### src/rtl/operand_sequencer.sv
// Queues add/subtract commands and presents each operand set to a multi-cycle datapath.
// Each set is held for HOLD_CYCLES cycles, then the result is captured behind a valid/ready port.
module operand_sequencer #(
    parameter int WORDSIZE    = 64,
    parameter int DEPTH       = 4,
    parameter int HOLD_CYCLES = 7
) (
    input  logic                clk,
    input  logic                reset,
    input  logic                cmd_valid,
    output logic                cmd_ready,
    input  logic [WORDSIZE-1:0] cmd_num1,
    input  logic [WORDSIZE-1:0] cmd_num2,
    input  logic                cmd_op,
    output logic [WORDSIZE-1:0] num1,
    output logic [WORDSIZE-1:0] num2,
    output logic                operation_in,
    input  logic [WORDSIZE-1:0] result,
    output logic                res_valid,
    input  logic                res_ready,
    output logic [WORDSIZE-1:0] res_data,
    output logic                busy,
    output logic [1:0]          state_dbg
);
    // Both ports use valid/ready: a transfer happens on a rising edge where valid and ready
    // are both high; valid, once raised, holds its payload steady until that edge.
    localparam int PW = $clog2(DEPTH);
    localparam int CW = $clog2(DEPTH + 1);
    localparam int HW = $clog2(HOLD_CYCLES + 1);
    localparam int EW = 2 * WORDSIZE + 1;
    localparam logic [CW-1:0] DEPTH_C   = CW'(DEPTH);
    localparam logic [HW-1:0] HOLD_LAST = HW'(HOLD_CYCLES - 1);

    typedef enum logic [1:0] {
        IDLE    = 2'd0,
        HOLD    = 2'd1,
        CAPTURE = 2'd2,
        DONE    = 2'd3
    } state_t;

    state_t                state_q, state_d;
    logic [EW-1:0]         mem_q [DEPTH];
    logic [PW-1:0]         wr_ptr_q, rd_ptr_q;
    logic [CW-1:0]         count_q, count_d;
    logic [HW-1:0]         hold_cnt_q, hold_cnt_d;
    logic [WORDSIZE-1:0]   num1_q, num1_d, num2_q, num2_d;
    logic                  op_q, op_d;
    logic                  res_valid_q, res_valid_d;
    logic [WORDSIZE-1:0]   res_data_q, res_data_d;
    logic                  push, pop;

    // Ready depends only on the registered count, never on the FSM.
    assign cmd_ready = (count_q < DEPTH_C);
    assign push      = cmd_valid && cmd_ready;

    always_comb begin
        state_d     = state_q;
        hold_cnt_d  = hold_cnt_q;
        num1_d      = num1_q;
        num2_d      = num2_q;
        op_d        = op_q;
        res_valid_d = res_valid_q;
        res_data_d  = res_data_q;
        pop         = 1'b0;
        unique case (state_q)
            IDLE: begin
                if (count_q != '0) begin
                    pop                    = 1'b1;
                    {num1_d, num2_d, op_d} = mem_q[rd_ptr_q];
                    hold_cnt_d             = '0;
                    state_d                = HOLD;
                end
            end
            HOLD: begin
                hold_cnt_d = hold_cnt_q + 1'b1;
                if (hold_cnt_q == HOLD_LAST) state_d = CAPTURE;
            end
            CAPTURE: begin
                res_data_d  = result;
                res_valid_d = 1'b1;
                state_d     = DONE;
            end
            DONE: begin
                if (res_valid_q && res_ready) begin
                    res_valid_d = 1'b0;
                    state_d     = IDLE;
                end
            end
            default: state_d = IDLE;
        endcase
    end

    always_comb begin
        count_d = count_q;
        if (push && !pop)      count_d = count_q + 1'b1;
        else if (pop && !push) count_d = count_q - 1'b1;
    end

    always_ff @(posedge clk or posedge reset) begin
        if (reset) begin
            state_q     <= IDLE;
            wr_ptr_q    <= '0;
            rd_ptr_q    <= '0;
            count_q     <= '0;
            hold_cnt_q  <= '0;
            num1_q      <= '0;
            num2_q      <= '0;
            op_q        <= 1'b0;
            res_valid_q <= 1'b0;
            res_data_q  <= '0;
        end else begin
            state_q     <= state_d;
            count_q     <= count_d;
            hold_cnt_q  <= hold_cnt_d;
            num1_q      <= num1_d;
            num2_q      <= num2_d;
            op_q        <= op_d;
            res_valid_q <= res_valid_d;
            res_data_q  <= res_data_d;
            if (push) wr_ptr_q <= wr_ptr_q + 1'b1;
            if (pop)  rd_ptr_q <= rd_ptr_q + 1'b1;
        end
    end

    // Storage needs no reset: pointers and count define which entries are live.
    always_ff @(posedge clk) begin
        if (push) mem_q[wr_ptr_q] <= {cmd_num1, cmd_num2, cmd_op};
    end

    assign num1         = num1_q;
    assign num2         = num2_q;
    assign operation_in = op_q;
    assign res_valid    = res_valid_q;
    assign res_data     = res_data_q;
    assign busy         = (state_q != IDLE);
    assign state_dbg    = state_q;

endmodule
### config.mk
export PLATFORM = sky130hd
export DESIGN_NAME = operand_sequencer
export DESIGN_NICKNAME = d
export VERILOG_FILES = /design/src/rtl/operand_sequencer.sv
export SDC_FILE = /design/constraint.sdc
export NUM_CORES = 1
export LEC_CHECK = 0
export BUFFER_PORTS_ARGS = -buffer_cell sky130_fd_sc_hd__buf_2
export CORE_UTILIZATION = 55
export CTS_CLUSTER_SIZE = 14
export DETAILED_ROUTE_END_ITERATION = 7
export PLACE_DENSITY = 0.77
export SETUP_SLACK_MARGIN = 0.1
export SYNTH_ARGS = -nofsm -noshare
export SYNTH_HDL_FRONTEND = slang
export SYNTH_SLANG_ARGS = --single-unit
export TNS_END_PERCENT = 100
### constraint.sdc
create_clock -name clk -period 6.95 [get_ports clk]
set_input_delay 0.3475 -clock clk [delete_from_list [all_inputs] [get_ports clk]]
set_output_delay 0.3475 -clock clk [all_outputs]
set_load 0.1 [all_outputs]
==> results summary <==
Clock tree synthesis found a total of 722 sinks. After clock tree synthesis, the clock-pin slew on the worst setup and hold paths is 0.06 ns. Dividing the detail-routed wire length by the instance count gives 21.9 um. After technology mapping, the gate count stands at 1427. The post-synthesis net count is 1637. The number of different library cells used by synthesis comes to 28.

The core area is 47600 um2. The initial antenna violation count came out at 6. The vertical die dimension came out at 222 um. The max-capacitance violation count is 0. In this run the worst hold path is classified as in2reg. Once layout is complete, the utilization of the core stands at 70.4%. The adder-cell share of the synthesized area came out at 0.641%. In this run, synthesis produced a sequential element count of 722. The number of iterations in the first detailed-routing pass came out at 7.

Setup violations remaining at the end of the flow were counted as 0. The setup fix buffers added after clock tree synthesis came out at 0. The setup total negative slack is 0 ns. Clock tree synthesis inserted a total of 72 buffers.

After synthesis, flip-flops and latches occupy 77.8% of the total area. The global-route usage over all layers came out at 24.7%. The count of final max-slew check failures is 0.

The highest fanout seen on the critical path is 55. The wire length of the first global-routing pass is 91.5 mm. Of the post-synthesis cell area, the part taken by muxes is 13.8%. The number of remaining DRC errors came out at 0. The average vias per placed instance came out at 5.50.

The clock passes through at most 3 buffers. In this run, placement finished with an instance count of 2387. The total of cells resized after clock tree synthesis came out at 0. TritonCTS built the clock tree. In this run the clock root is driven by a clkbuf_16. The via count of the first global-routing pass came out at 16000. At the end of routability-driven placement, the weighted congestion stood at 0.747.

The flow ran to the end, and the final reports show no timing, DRC or antenna violations. The count of nets after finishing is 2248. In this run the register-to-register setup slack is 3.79 ns. Final hold analysis gives a worst-case slack of 0.0398 ns. The count of H-tree levels built during CTS is 3. The global route total overflow is 0. The placed wire-length estimate is 33.0 mm. The routed wire length is 59.5 mm.

The maximum operating frequency is 0.317 GHz. Setup repair after global routing left no endpoint under its margin. Ranked by total cell area, the synthesized netlist is headed by edfxtp_1 (58%), dfrtp_1 (19%), mux4_2 (11%), nand2_1 (5.5%), mux2_2 (2.8%). The vias after detailed routing is 14900. The share of the clock period used by the worst path came out at 45.4%. edfxtp_1 takes more of the synthesized area than any other cell. STA puts the critical path data arrival time at 3.63 ns. The worst setup path is captured at a flip-flop.

Once the floorplan was initialized, standard cells occupied 55.7% of the core. The full die area came out at 49200 um2. The count of hold-fix buffers inserted at cts is 192. The share of the synthesized area in compound gates (AO/OA/AOI/OAI) is 0.236%. The mapped cell area came out at 26600 um2.

The required time of the critical path is 7.42 ns. The number of standard cells in the layout, taps in and fillers out is 2716. The filler cell count in the final layout is 2943. The worst clock skew came out at 0.0196 ns. The source-to-sink clock delay at the later pin of the worst-skew pair is 0.60 ns. The detailed router's first-iteration violation count is 1051. The area share of the leading cell type in the synthesized netlist came out at 58.4%.

The largest net degree at the start of global routing came out at 95. The proportion of layout cells with a drive suffix above 1 is 34.9%. The slew at the pin closest to its max-slew limit came out at 1.07 ns. The Yosys step of the flow raised 0 warnings.

The number of input and output port buffers inserted is 394. The kind of launch point of the worst setup path is a flip-flop. The main combinational cell family by area after synthesis is multiplexers. The worst setup path is of the reg2reg kind. The worst slew margin relative to its limit came out at 28.3%. The xor and xnor fraction of the mapped netlist area is 0.198%. A synthesized cell averages 18.6 um2. The hold violation count in the final report was 0. The post-synthesis simple-gate area fraction is 5.82%.

The site row count is 80. The boundary pin count is 395. The die is 222 um wide. Once detail routing completed, the nets flagged for antenna violations numbered 0. For the finished layout, the period the worst path requires is 3.16 ns. The area growth from synthesis to layout is 26.4%.
==> synthesized netlist by cell type <==
cell	instances
nand2b_1	1
mux2_2	66
nand2_1	392
buf_1	13
o21ai_0	6
buf_6	11
ha_1	12
mux4_2	129
o31a_1	1
dfrtp_1	206
fa_1	1
inv_1	10
nor2_1	4
edfxtp_1	516
and2_1	4
inv_2	1
nor4b_2	1
a221oi_1	1
o311ai_0	1
buf_2	28
nand3b_1	1
mux2i_1	1
o22ai_1	1
nor2b_1	1
xor2_1	1
clkbuf_1	11
xnor2_1	5
buf_4	2
==> per-layer routing <==
metal	part of all wire, %	track usage [%]	routed length (um)
met1	39	30.7	23200
met2	51	42.0	30200
met3	6.5	5.31	3850
met4	3.8	11.4	2240
met5	0.040	0	24
==> registers in the layout, summed over array words and instances, names as in the netlist <==
register / count
hold_cnt_q: 3
res_valid: 1
res_data: 64
num1: 64
num2: 64
mem_q: 516
operation_in: 1
state_dbg: 2
rd_ptr_q: 2
wr_ptr_q: 2
count_q: 3
==> cells in the final DEF, fill, tap and decap left out, types with 2 or more instances in the layout <==
cell type,instances
bufinv_16,8
and2_4,4
ha_1,11
clkinv_1,4
clkbuf_8,17
dlygate4sd3_1,192
buf_4,15
o21ai_0,6
inv_1,9
mux4_2,129
inv_6,4
buf_2,394
clkinv_2,8
mux2_2,66
clkbuf_1,13
diode_2,4
edfxtp_1,516
nand2_1,392
dfrtp_1,204
nor2_1,4
xnor2_1,5
clkbuf_16,76
clkinv_4,2
dfrtp_4,2
==> cell type report <==
cell class | count | area (um2) | area share (%)
clock buffers | 106 | 2180 | 6.51
well taps | 615 | 769 | 2.29
clock inverters | 27 | 355 | 1.06
repair buffers | 602 | 4030 | 12.0
inverters | 11 | 51.3 | 0.153
multi-input cells | 629 | 5500 | 16.4
diodes | 4 | 10.0 | 0.0298
flip-flops and latches | 722 | 20700 | 61.6
==> through the flow <==
stage	worst slack (ns)	instance area (um2)
final	3.79	33600
after global placement	3.84	29100
after floorplan	0.978	26600
after detailed placement	3.80	29100
after global routing	3.60	33600
after CTS	3.76	33500
==> final timing paths <==
| kind | endpoint | depth (start not counted) | startpoint |
|---|---|---|---|
| setup / recovery | count_q[1] | 9 | state_dbg[0] |
| max in group asynchronous | res_data[58] | 4 | reset |
| min in group asynchronous | res_data[54] | 3 | reset |
| hold / removal | res_data[43] | 2 | result[43] |
| setup reg to reg | count_q[1] | 9 | state_dbg[0] |
| hold reg to reg | num2[61] | 2 | num2[61] |
==> critical path: stages, from the launching register on <==
cell     delay [ns]
dfrtp_1        0.41
inv_1          0.14
ha_1           0.24
o31a_2         0.16
buf_4          0.51
inv_4          0.42
ha_1           0.35
inv_1          0.07
fa_1           0.40
mux2_2         0.26
==> logic make-up (layout without fill, tap and decap cells) <==
logic type                 count (synthesis)  in the layout
AOI/OAI and AO/OA                         10             10
xor gates and xnor gates                   6              6
adders and majority gates                 13             13
buffers and inverters                     76            746
DFF                                      722            722
muxes                                    196            196
other                                      0              4
and+or+nand+nor                          404            404
Power is left out: the tool's default activity adds up to more than one toggle a clock period on the data nets, which glitch-free logic cannot reach.
